[config.mk]
export PLATFORM = sky130hd
export DESIGN_NAME = taylor_cos_ctrl
export DESIGN_NICKNAME = d
export VERILOG_FILES = /design/src/rtl/taylor_cos_ctrl.sv
export SDC_FILE = /design/constraint.sdc
export NUM_CORES = 1
export LEC_CHECK = 0
export BUFFER_PORTS_ARGS = -buffer_cell sky130_fd_sc_hd__buf_2
export CAP_MARGIN = 40
export CORE_MARGIN = 2
export CORE_UTILIZATION = 40
export CTS_CLUSTER_SIZE = 10
export DETAILED_ROUTE_END_ITERATION = 12
export GPL_ROUTABILITY_DRIVEN = 0
export PLACE_DENSITY = 0.68
export SYNTH_ARGS = -nofsm -noshare
export SYNTH_HDL_FRONTEND = slang
export SYNTH_SLANG_ARGS = --single-unit
[constraint.sdc]
create_clock -name clk_80 -period 3.2 [get_ports clk_80]
set_input_delay 0.64 -clock clk_80 [delete_from_list [all_inputs] [get_ports clk_80]]
set_output_delay 0.64 -clock clk_80 [all_outputs]
set_load 0.02 [all_outputs]
[src/rtl/taylor_cos_ctrl.sv]
// taylor_cos_ctrl: front/back-end controller around the 4-stage taylor_cos core.
// Reduces integer-degree angles to a first-quadrant reference, drives the core
// with Q1.7 radians, tracks each token through the core latency with a tag
// shift register, re-applies the quadrant sign and buffers results in a FIFO.
//
// Handshake (both sides): a transfer happens on a rising edge where valid and
// ready are both high; valid, once raised by a producer, carries its payload
// unchanged until that transfer; ready never depends combinationally on valid.
module taylor_cos_ctrl #(
   parameter int CORE_LAT   = 4,
   parameter int FIFO_DEPTH = 8
) (
   input  logic       clk_80,
   input  logic       rst_80,
   input  logic       in_valid,
   output logic       in_ready,
   input  logic [8:0] in_deg,
   output logic [7:0] radian_80,
   output logic [7:0] factorial2_80,
   output logic [7:0] factorial4_80,
   input  logic [7:0] cos_value_80,
   output logic       out_valid,
   input  logic       out_ready,
   output logic [8:0] out_cos,
   output logic       out_err
);

   localparam int TAGS = CORE_LAT + 1;
   localparam int PW   = $clog2(FIFO_DEPTH);
   localparam int CW   = PW + 1;
   localparam int IW   = $clog2(TAGS + 1);
   localparam int SW   = CW + 1;

   logic [1:0]      rst_sync;
   logic            rst_n_i;
   logic [8:0]      ref_deg;
   logic            ref_neg;
   logic            ref_err;
   logic [15:0]     rad_calc;
   logic            accept;
   logic [TAGS-1:0] tag_v;
   logic [TAGS-1:0] tag_n;
   logic [TAGS-1:0] tag_e;
   logic [IW-1:0]   inflight;
   logic            push;
   logic            pop;
   logic [8:0]      push_cos;
   logic [9:0]      mem [FIFO_DEPTH];
   logic [PW-1:0]   wr_ptr;
   logic [PW-1:0]   rd_ptr;
   logic [CW-1:0]   fifo_count;

   assign factorial2_80 = 8'd2;
   assign factorial4_80 = 8'd24;

   // Assert internal reset immediately, release it two clocks after rst_80 rises.
   always_ff @(posedge clk_80 or negedge rst_80) begin
      if (!rst_80) rst_sync <= 2'b00;
      else         rst_sync <= {rst_sync[0], 1'b1};
   end
   assign rst_n_i = rst_sync[1];

   // Fold the angle into the first quadrant and remember the sign of cosine.
   always_comb begin
      ref_deg = '0;
      ref_neg = 1'b0;
      ref_err = 1'b0;
      if (in_deg < 9'd90) begin
         ref_deg = in_deg;
      end else if (in_deg < 9'd180) begin
         ref_deg = 9'd180 - in_deg;
         ref_neg = 1'b1;
      end else if (in_deg < 9'd270) begin
         ref_deg = in_deg - 9'd180;
         ref_neg = 1'b1;
      end else if (in_deg < 9'd360) begin
         ref_deg = 9'd360 - in_deg;
      end else begin
         ref_err = 1'b1;
      end
   end

   // 143/64 approximates pi/180 * 128; +32 rounds. ref <= 90 keeps this in 8 bits.
   assign rad_calc = ({7'd0, ref_deg} * 16'd143) + 16'd32;

   // Credits: every accepted token already owns a FIFO slot before it returns.
   always_comb begin
      inflight = '0;
      for (int i = 0; i < TAGS; i++) inflight = inflight + IW'(tag_v[i]);
   end
   assign in_ready = rst_n_i && ((SW'(fifo_count) + SW'(inflight)) < SW'(FIFO_DEPTH));
   assign accept   = in_valid && in_ready;

   // Core operand register and tag pipeline, advancing every cycle.
   always_ff @(posedge clk_80 or negedge rst_n_i) begin
      if (!rst_n_i) begin
         radian_80 <= '0;
         tag_v     <= '0;
         tag_n     <= '0;
         tag_e     <= '0;
      end else begin
         if (accept) radian_80 <= rad_calc[13:6];
         tag_v <= {tag_v[TAGS-2:0], accept};
         tag_n <= {tag_n[TAGS-2:0], accept && ref_neg};
         tag_e <= {tag_e[TAGS-2:0], accept && ref_err};
      end
   end

   // Tail of the tag pipe lines up with the core's stage4 output.
   assign push = tag_v[TAGS-1];
   always_comb begin
      push_cos = {1'b0, cos_value_80};
      if (tag_n[TAGS-1]) push_cos = 9'd0 - {1'b0, cos_value_80};
      if (tag_e[TAGS-1]) push_cos = '0;
   end

   assign pop = out_valid && out_ready;

   // FIFO storage; contents are don't-care until the count covers them.
   always_ff @(posedge clk_80) begin
      if (push) mem[wr_ptr] <= {tag_e[TAGS-1], push_cos};
   end

   // FIFO pointers and occupancy.
   always_ff @(posedge clk_80 or negedge rst_n_i) begin
      if (!rst_n_i) begin
         wr_ptr     <= '0;
         rd_ptr     <= '0;
         fifo_count <= '0;
      end else begin
         if (push) wr_ptr <= wr_ptr + PW'(1);
         if (pop)  rd_ptr <= rd_ptr + PW'(1);
         case ({push, pop})
            2'b10:   fifo_count <= fifo_count + CW'(1);
            2'b01:   fifo_count <= fifo_count - CW'(1);
            default: fifo_count <= fifo_count;
         endcase
      end
   end

   // First-word fall-through head; zero whenever the FIFO is empty.
   assign out_valid = (fifo_count != '0);
   assign out_cos   = out_valid ? mem[rd_ptr][8:0] : 9'd0;
   assign out_err   = out_valid ? mem[rd_ptr][9]   : 1'b0;

   fifo_no_overflow : assert property (@(posedge clk_80) disable iff (!rst_n_i)
      !(push && (fifo_count == CW'(FIFO_DEPTH))))
      else $error("taylor_cos_ctrl: push into full fifo");

endmodule

==> results.py <==
metrics = {
    "clocking": {
        "htreeDepth": 4,
        "tritoncts": "yes",
        "clock_path_buffers": 2,
        "numCtsBuffers": 17,
        "cts.clk_slew.worst_paths_ps": 60,
        "insertion_delay_ps": 410,
        "cts.sinks": 115,
        "root_buffer": "clkbuf_16",
    },
    "drt": {
        "drt-total-wl_um": 14400,
        "met1Wirelength_um": 5820,
        "routed-wl-met2_um": 7710,
        "route.detailed.drc": 0,
        "dr.max_layer_used": "met4",
        "wl_met3_um": 524,
        "drt_iter0_markers": 179,
        "ant_nets": 0,
        "routedWlPerCell_um": 16.2,
        "via_per_inst": 5.11,
        "vias": 4519,
        "drtPass1Iterations": 4,
    },
    "global_route": {
        "grt_start_max_net_pins": 36,
        "antenna_found_initial": 0,
        "grt.total_usage": 0.171,
        "grt_pass1_wl_um": 23800,
        "grt_overflow": 0,
        "grt_pass1_vias": 4872,
    },
    "yosys": {
        "synthArstFlopShare": 0.304,
        "syn_inst": 519,
        "synth_area_um2": 6600,
        "ys_ff_latch": 115,
        "syn_area_per_cell_um2": 12.7,
        "synth_area_leaders": "edfxtp_1 36%, dfrtp_1 13%, ha_1 8.9%",
        "synth_top_area_frac": 0.364,
        "yosys.area.top_type": "edfxtp_1",
        "synth-edff-count": 80,
        "yosysWarnings": 0,
        "ys_dominant_reg_cell": "edfxtp_1",
        "synth_cell_types": 67,
        "yosysSeqAreaShare": 0.497,
    },
    "critical_path": {
        "crit_family": "adder cells",
        "crit_slowest_cell": "or4_4",
        "cp-start-kind": "primary input",
        "cpPeakStageDelay_ps": 550,
        "required_ps": 3490,
        "crit_chain": "buf_2, or4_4, o21a_4, nor2_1, a311oi_2, nor3_2, a211oi_2, fa_1, inv_1, fa_1, ha_1, fa_1, ha_4, a311o_1, a31oi_4, nor3_1, or3_1, xnor2_1, o21ai_1",
        "crit_top_cell": "fa_1",
        "setup.worst_path.class": "in2reg",
        "critPathCaptureType": "register",
        "worst-path-buf-inv": 2,
        "critPathArrivalTime_ps": 5280,
        "worstPathMaxFanout": 6,
    },
    "sta": {
        "finalSetupTns_ps": -12970,
        "worst_slew_pin_slew_ps": 945,
        "fin_crit_sh": 1.56,
        "finalMaxSlewViolations": 0,
        "rsz0062_at_grt": "yes",
        "hold_slack_ps": 270,
        "final.setup_skew_ps": 10.1,
        "fmax_ghz": 0.200,
        "slew_headroom": 0.369,
        "hold_viol": 0,
        "finalSetupViolations": 9,
        "worst_slack_ps": -1790,
        "fin_crit_ps": 4990,
    },
    "outcome": {
        "status": "complete, but fails checks",
        "violations": "negative setup slack",
    },
    "final_layout": {
        "fin_cells": 885,
        "fin_area_um2": 8690,
        "regArea_um2": 3280,
        "fillCellCount": 1372,
        "area_growth_pct": 31.7,
        "nets": 743,
        "mostFrequentLayoutCell": "buf_4",
        "antenna_cells": 0,
        "final_util": 0.543,
        "multi_input_area_um2": 3320,
        "drive_above_1_share": 0.366,
        "layout_common_cells": "83 x buf_4, 80 x edfxtp_1, 47 x inv_1",
    },
    "run": {
        "cap_violations": 0,
    },
    "placed_design": {
        "pre_cts_ws_ps": -2300,
        "hpwl_um": 9980,
        "placed_cells_incl_taps": 840,
        "dpl_cell_area_um2": 7700,
        "portBuffers": 40,
    },
    "power_and_ir_drop": {
        "p_total_mw": 7.57,
        "p_per_area_nw_per_um2": 871,
        "ir_drop_mv": 0.508,
        "leakagePower_nw": 3.77,
    },
    "die": {
        "io-pin-count": 57,
        "die_area_um2": 17500,
        "die-width_um": 132,
        "rows": 46,
        "die_h_um": 132,
        "core-area_um2": 16000,
        "start_util": 0.412,
    },
    "min_path": {
        "hold_class": "reg2async",
    },
}
## flip-flops by register name (all words and copies together) (netlist names)
signal / count
fifo_count: 4
mem: 80
radian_80: 8
rd_ptr: 3
rst_sync: 2
tag_e: 5
tag_n: 5
tag_v: 5
wr_ptr: 3
## kinds of logic after synthesis
family	count (synthesis)	share of synthesized area
XOR/XNOR	26	0.0345
AO/OA/AOI/OAI	83	0.0920
adder cells (fa/ha/maj)	66	0.147
other	2	0.00114
buffers and inverters	89	0.0624
multiplexers	34	0.0899
flip-flops	115	0.497
AND/OR/NAND/NOR	104	0.0763
## layer usage
layer | vias to the layer above | track usage
met5 | - | 0
li1 | 2122 | -
met2 | 89 | 0.318
met1 | 2283 | 0.194
met4 | 0 | 0.0639
met3 | 25 | 0.0345
## where the power goes
part           internal, mW  switching, mW  total, mW
registers              1.82          0.211       2.03
clock network          1.17          0.718       1.89
logic                  1.81           1.84       3.65
total                  4.80           2.77       7.57
## timing repair
item | in CTS | in global routing
pin swaps | 31 | 41
resized for setup | 39 | 29
hold endpoints to repair | 2 | 0
setup endpoints to repair | 9 | 9
buffers inserted | 5 | 7
hold buffers | 1 | 0
## area by class of cell
class,instances,area share
tap,216,0.0311
clock buffer,17,0.0490
clock inverter,15,0.0193
sequential,115,0.377
inverter,55,0.0246
multi-input combinational,332,0.382
timing repair buffer,135,0.117
## worst reg2reg max path, cell delays in order (launching register included)
cell and delay [ps]:
dfrtp_1 390, fa_1 550, inv_2 40, fa_2 340
inv_2 70, ha_4 180, and3b_1 160, o21ai_2 130
buf_4 120, nand4_1 100, buf_4 240, a211oi_2 240
a211o_1 140
## final timing paths
kind                                  startpoint                       end  slack, ps  depth (start not counted)
setup reg to reg              tag_v[0]$_DFF_PN0_  radian_80[7]$_DFFE_PN0P_        430                         12
setup / recovery                       in_deg[7]  radian_80[4]$_DFFE_PN0P_      -1790                         19
hold / removal             rst_sync[1]$_DFF_PN0_  radian_80[1]$_DFFE_PN0P_        270                          1
max in group asynchronous                 rst_80     rst_sync[0]$_DFF_PN0_       2550                          2
min in group clk_80        rst_sync[0]$_DFF_PN0_     rst_sync[1]$_DFF_PN0_        340                          0
hold reg to reg            rst_sync[1]$_DFF_PN0_  radian_80[1]$_DFFE_PN0P_        270                          1
## cell usage after synthesis, types with 5 or more instances
library cell,instances
inv_1,55
clkbuf_1,10
mux2i_1,12
buf_2,5
nor3_1,9
a21o_1,6
edfxtp_1,80
nand2_1,28
ha_1,47
o21ai_0,17
fa_1,19
dfrtp_1,35
buf_4,17
nor2_1,37
a21oi_1,14
mux4_2,20
xnor2_1,11
nand2b_1,5
xor2_1,15
(Power assumes the default switching activity.)
